`src/rtl/stopwatch_pkg.sv`:
```
// Shared digit widths, BCD limits and run-state type for the stopwatch counter.
package stopwatch_pkg;
  localparam int ONES_W = 4;
  localparam int TENS_W = 3;
  localparam logic [ONES_W-1:0] MAX_ONES = 4'd9;
  localparam logic [TENS_W-1:0] MAX_TENS = 3'd5;

  typedef enum logic {
    PAUSED = 1'b0,
    RUN    = 1'b1
  } state_t;
endpackage

```
`src/rtl/bcd_mod60_counter.sv`:
```
// Two-digit BCD counter 00..59. Carry is high in the cycle whose increment wraps 59->00,
// so a downstream field can advance on the same edge.
module bcd_mod60_counter
  import stopwatch_pkg::*;
(
  input  logic              clk,
  input  logic              rst_n,
  input  logic              clr,
  input  logic              inc,
  output logic [ONES_W-1:0] ones,
  output logic [TENS_W-1:0] tens,
  output logic              carry
);
  assign carry = inc && !clr && (ones == MAX_ONES) && (tens == MAX_TENS);

  always_ff @(posedge clk or negedge rst_n) begin
    if (!rst_n) begin
      ones <= '0;
      tens <= '0;
    end else if (clr) begin
      ones <= '0;
      tens <= '0;
    end else if (inc) begin
      if (ones == MAX_ONES) begin
        ones <= '0;
        tens <= (tens == MAX_TENS) ? '0 : tens + TENS_W'(1);
      end else begin
        ones <= ones + ONES_W'(1);
      end
    end
  end
endmodule

```
`src/rtl/stopwatch_counter.sv`:
```
// MM:SS stopwatch with run/pause, clear and per-field adjust, timed by clock-enable dividers.
// Optional lap hold is enabled by defining STOPWATCH_LAP_HOLD_EN.
module stopwatch_counter
  import stopwatch_pkg::*;
#(
  parameter int CLK_HZ  = 100_000_000,
  parameter int TICK_HZ = 1,
  parameter int ADJ_HZ  = 2
) (
  input  logic              clk,
  input  logic              rst_n,
  input  logic              clr,
  input  logic              pause,
  input  logic              adj,
  input  logic              sel,
`ifdef STOPWATCH_LAP_HOLD_EN
  input  logic              lap,
`endif
  output logic [ONES_W-1:0] sec0,
  output logic [TENS_W-1:0] sec1,
  output logic [ONES_W-1:0] min0,
  output logic [TENS_W-1:0] min1,
  output logic              blink
);
  localparam int TICK_DIV = CLK_HZ / TICK_HZ;
  localparam int ADJ_DIV  = CLK_HZ / ADJ_HZ;
  localparam int TICK_W   = (TICK_DIV > 1) ? $clog2(TICK_DIV) : 1;
  localparam int ADJ_W    = (ADJ_DIV > 1) ? $clog2(ADJ_DIV) : 1;

  logic [TICK_W-1:0] tick_cnt;
  logic [ADJ_W-1:0]  adj_cnt;
  logic              tick_en;
  logic              adj_en;

  assign tick_en = (tick_cnt == TICK_W'(TICK_DIV - 1));
  assign adj_en  = (adj_cnt == ADJ_W'(ADJ_DIV - 1));

  always_ff @(posedge clk or negedge rst_n) begin
    if (!rst_n) begin
      tick_cnt <= '0;
      adj_cnt  <= '0;
    end else begin
      tick_cnt <= (clr || tick_en) ? '0 : tick_cnt + TICK_W'(1);
      adj_cnt  <= (clr || adj_en) ? '0 : adj_cnt + ADJ_W'(1);
    end
  end

  state_t state;

  always_ff @(posedge clk or negedge rst_n) begin
    if (!rst_n) begin
      state <= PAUSED;
      blink <= 1'b0;
    end else begin
      blink <= adj;
      if (clr) state <= PAUSED;
      else if (pause) state <= (state == RUN) ? PAUSED : RUN;
    end
  end

  logic              sec_inc, min_inc, sec_carry, min_carry;
  logic [ONES_W-1:0] live_sec0, live_min0;
  logic [TENS_W-1:0] live_sec1, live_min1;

  // Adjust mode bypasses the seconds carry so each field wraps on its own.
  assign sec_inc = adj ? (sel && adj_en) : ((state == RUN) && tick_en);
  assign min_inc = adj ? (!sel && adj_en) : sec_carry;

  bcd_mod60_counter u_sec (
    .clk   (clk),
    .rst_n (rst_n),
    .clr   (clr),
    .inc   (sec_inc),
    .ones  (live_sec0),
    .tens  (live_sec1),
    .carry (sec_carry)
  );

  bcd_mod60_counter u_min (
    .clk   (clk),
    .rst_n (rst_n),
    .clr   (clr),
    .inc   (min_inc),
    .ones  (live_min0),
    .tens  (live_min1),
    .carry (min_carry)
  );

  logic unused_carry;
  assign unused_carry = min_carry;

`ifdef STOPWATCH_LAP_HOLD_EN
  logic              hold;
  logic [ONES_W-1:0] snap_sec0, snap_min0;
  logic [TENS_W-1:0] snap_sec1, snap_min1;

  always_ff @(posedge clk or negedge rst_n) begin
    if (!rst_n) begin
      hold      <= 1'b0;
      snap_sec0 <= '0;
      snap_sec1 <= '0;
      snap_min0 <= '0;
      snap_min1 <= '0;
    end else if (clr) begin
      hold <= 1'b0;
    end else if (lap) begin
      hold <= !hold;
      if (!hold) begin
        snap_sec0 <= live_sec0;
        snap_sec1 <= live_sec1;
        snap_min0 <= live_min0;
        snap_min1 <= live_min1;
      end
    end
  end

  assign sec0 = hold ? snap_sec0 : live_sec0;
  assign sec1 = hold ? snap_sec1 : live_sec1;
  assign min0 = hold ? snap_min0 : live_min0;
  assign min1 = hold ? snap_min1 : live_min1;
`else
  assign sec0 = live_sec0;
  assign sec1 = live_sec1;
  assign min0 = live_min0;
  assign min1 = live_min1;
`endif
endmodule

```
`config.mk`:
```
export PLATFORM = sky130hd
export DESIGN_NAME = stopwatch_counter
export DESIGN_NICKNAME = d
export VERILOG_FILES = /design/src/rtl/stopwatch_pkg.sv /design/src/rtl/bcd_mod60_counter.sv /design/src/rtl/stopwatch_counter.sv
export SDC_FILE = /design/constraint.sdc
export NUM_CORES = 1
export LEC_CHECK = 0
export BUFFER_PORTS_ARGS = -buffer_cell sky130_fd_sc_hd__buf_2
export CAP_MARGIN = 25
export CORE_UTILIZATION = 33
export DETAILED_ROUTE_END_ITERATION = 16
export RECOVER_POWER = 50
export SLEW_MARGIN = 20
export SYNTH_ARGS = -nofsm -noshare
export SYNTH_HDL_FRONTEND = slang
export SYNTH_SLANG_ARGS = --single-unit
```
`constraint.sdc`:
```
create_clock -name clk -period 2.8 [get_ports clk]
set_input_delay 0.14 -clock clk [delete_from_list [all_inputs] [get_ports clk]]
set_output_delay 0.14 -clock clk [all_outputs]
set_load 0.01 [all_outputs]
```
==> reports/results.ini <==
[critical_path]
start_kind = flip-flop
worstPathCellList = nor4b_1 > nand4_1 > or4_1 > o2bb2ai_1 > mux2_2
worstReg2RegStart = adj_cnt[10]$_DFF_PN0_
worstReg2RegEnd = u_sec.ones[0]$_DFFE_PN0P_
cp.arrival_ps = 2700
critPathKind = flip-flop to flip-flop
reg2reg_depth = 5
cp_max_fo = 6
endpoint_kind = flip-flop
worstPathRequired_ps = 3040
ff2ff_setup_slack_ps = 340
crit_slowest_cell = or4_1
slowest_delay_ps = 610

[synth]
synth_nets = 388
synth-edff-count = 0
yosys_warnings = 0
synth-seq-cells = 69
avgSynthCellArea_um2 = 9.75
synth_area_leaders = dfrtp_1 47%, xor2_1 8.1%, nor2_1 7.0%, xnor2_1 3.6%, nand3_1 3.4%
ys_seq_area_frac = 0.471
synthesis.area_um2 = 3670
async_flop_share = 1.00
yosysUniqueCellTypes = 45
yosysMostFrequentCell = dfrtp_1
synthFlopType = dfrtp_1
synth_top_area_cell = dfrtp_1
synth_commonest_cells = 69 x dfrtp_1, 68 x nor2_1, 34 x xor2_1
syn-instance-count = 376
synth_top_area_share = 0.471

[routing]
route.detailed.drc = 0
routed_wl_um = 7360
dr_total_vias = 2730
drt_pass1_iterations = 4
detail_route.wl_per_cell_um = 13.4
drtIter0Drc = 98
viasPerCell = 4.96
ant_nets = 0

[power]
power_density_nw_per_um2 = 487
ir_worst_vdd_mv = 0.401
power.leakage_nw = 1.74
power_mw = 2.02

[global_route]
grt-ovfl-total = 0
antenna_found_initial = 0
grt_pass1_vias = 2685
grt_max_degree = 33
grt_pass1_wl_um = 12900
track_usage = 0.141

[layout]
final_area_um2 = 4160
area_growth_pct = 13.3
num_antenna_cells = 0
drive_above_1_share = 0.0976
nets = 417
fillCellCount = 1096

[worst_hold_path]
min_from = pause
hp-class = input port to flip-flop
hold_depth = 3
holdPathEnd = state$_DFFE_PN0P_

[floorplan]
die_h_um = 107
rows = 38
core-area_um2 = 10800
dieArea_um2 = 11500
start_util = 0.338
die_x_um = 107
io_pins = 21

[sta]
max_freq_ghz = 0.406
whs_ps = 53.8
rsz0062_at_grt = no
setup_viol = 0
tightest_slew_ps = 1450
finalCritPeriodShare = 0.880
slew_violations = 0
relSlewSlack = 0.0318
min_period_ps = 2460
fin_tns_setup_ps = 0
finalHoldViolCount = 0
clock_skew_ps = 8.94

[clocking]
numCtsBuffers = 9
cts.sinks = 69
ctsResizeCount = 0
clk_pin_slew_ps = 80
cts_max_level = 3
clock_latency_ps = 350
clockBufferDepth = 2
ctsRootBufferMaster = clkbuf_8
cts_tree = built

[placed_design]
gp_congestion = 0.738
dp_hpwl_um = 5080
place_area_um2 = 3930
place.port_buffers = 20

[outcome]
status = finished, final reports clean

[flow_run]
max_cap_violations = 0

[placed cells by master, fill, tap and decap left out, types with 8 or more instances in the layout]
cell type / netlist / routed
buf_4: 1 / 8
clkbuf_1: 6 / 17
clkbuf_8: 0 / 9
dfrtp_1: 69 / 69
inv_1: 8 / 8
nand2_1: 25 / 25
nand3_1: 25 / 25
nand4_1: 17 / 17
nor2_1: 68 / 68
nor2b_1: 8 / 8
nor3_1: 11 / 11
xnor2_1: 15 / 15
xor2_1: 34 / 34
[flip-flops by register name (all words and copies together), names as in the netlist]
register and cells:
adj_cnt 26, u_min.ones 4, u_sec.ones 4, blink 1
u_sec.tens 3, u_min.tens 3, tick_cnt 27, state 1
[report_power, final]
part	internal, mW	switching, mW
registers	1.00	0.00862
logic	0.0213	0.0545
clock network	0.515	0.419
[through the flow]
| stage | setup WS, ps | std cells | utilization |
|---|---|---|---|
| after floorplan | 589 | 376 | - |
| after global placement | 454 | 532 | 0.363 |
| after detailed placement | 340 | 532 | 0.363 |
| after CTS | 320 | 550 | 0.386 |
| after global routing | 169 | 550 | 0.383 |
| final | 336 | 550 | 0.383 |
[worst max-delay path, delay by kind of cell, from the launching register on]
family,cells,cell delay (ps)
and+or+nand+nor,3,1190
DFF,1,430
muxes,1,380
AOI/OAI and AO/OA,1,350
[layer usage]
metal	GRT usage	wire [um]
met3	0.0478	228
met5	0	0
met1	0.180	3570
met4	0.0401	86
met2	0.226	3480
[layout make-up]
cell class              count  area [um^2]  area share
clock inverters             7          105      0.0253
multi-input cells         285         1830       0.439
repair buffers             32          169      0.0407
well taps                 140          175      0.0422
inverters                   8         30.0     0.00723
clock buffers               9          124      0.0298
flip-flops and latches     69         1730       0.416
[cells by family (layout without fill, tap and decap cells)]
group / after synthesis / in the layout / share of synthesized area
AND/OR/NAND/NOR: 204 / 204 / 0.292
AO/OA/AOI/OAI: 16 / 16 / 0.0393
flip-flops: 69 / 69 / 0.471
buffers and inverters: 22 / 56 / 0.0311
adder cells (fa/ha/maj): 6 / 6 / 0.0205
multiplexers: 10 / 10 / 0.0294
XOR/XNOR: 49 / 49 / 0.117
[worst max-delay path by stage]
stage,start,to,cells after the start
2_1_floorplan,adj_cnt[0]$_DFF_PN0_,u_sec.tens[1]$_DFFE_PN0P_,6
3_3_place_gp,tick_cnt[0]$_DFF_PN0_,u_min.tens[0]$_DFFE_PN0P_,6
3_5_place_dp,adj_cnt[10]$_DFF_PN0_,u_sec.ones[0]$_DFFE_PN0P_,5
4_1_cts,adj_cnt[10]$_DFF_PN0_,u_sec.ones[0]$_DFFE_PN0P_,5
5_1_grt,adj_cnt[10]$_DFF_PN0_,u_sec.ones[0]$_DFFE_PN0P_,5
6_report,adj_cnt[10]$_DFF_PN0_,u_sec.ones[0]$_DFFE_PN0P_,5
[what timing repair did]
action	CTS	global route
hold buffers	2	0
buffers inserted	0	0
endpoints found under the hold margin	24	0
(Power assumes the default switching activity.)
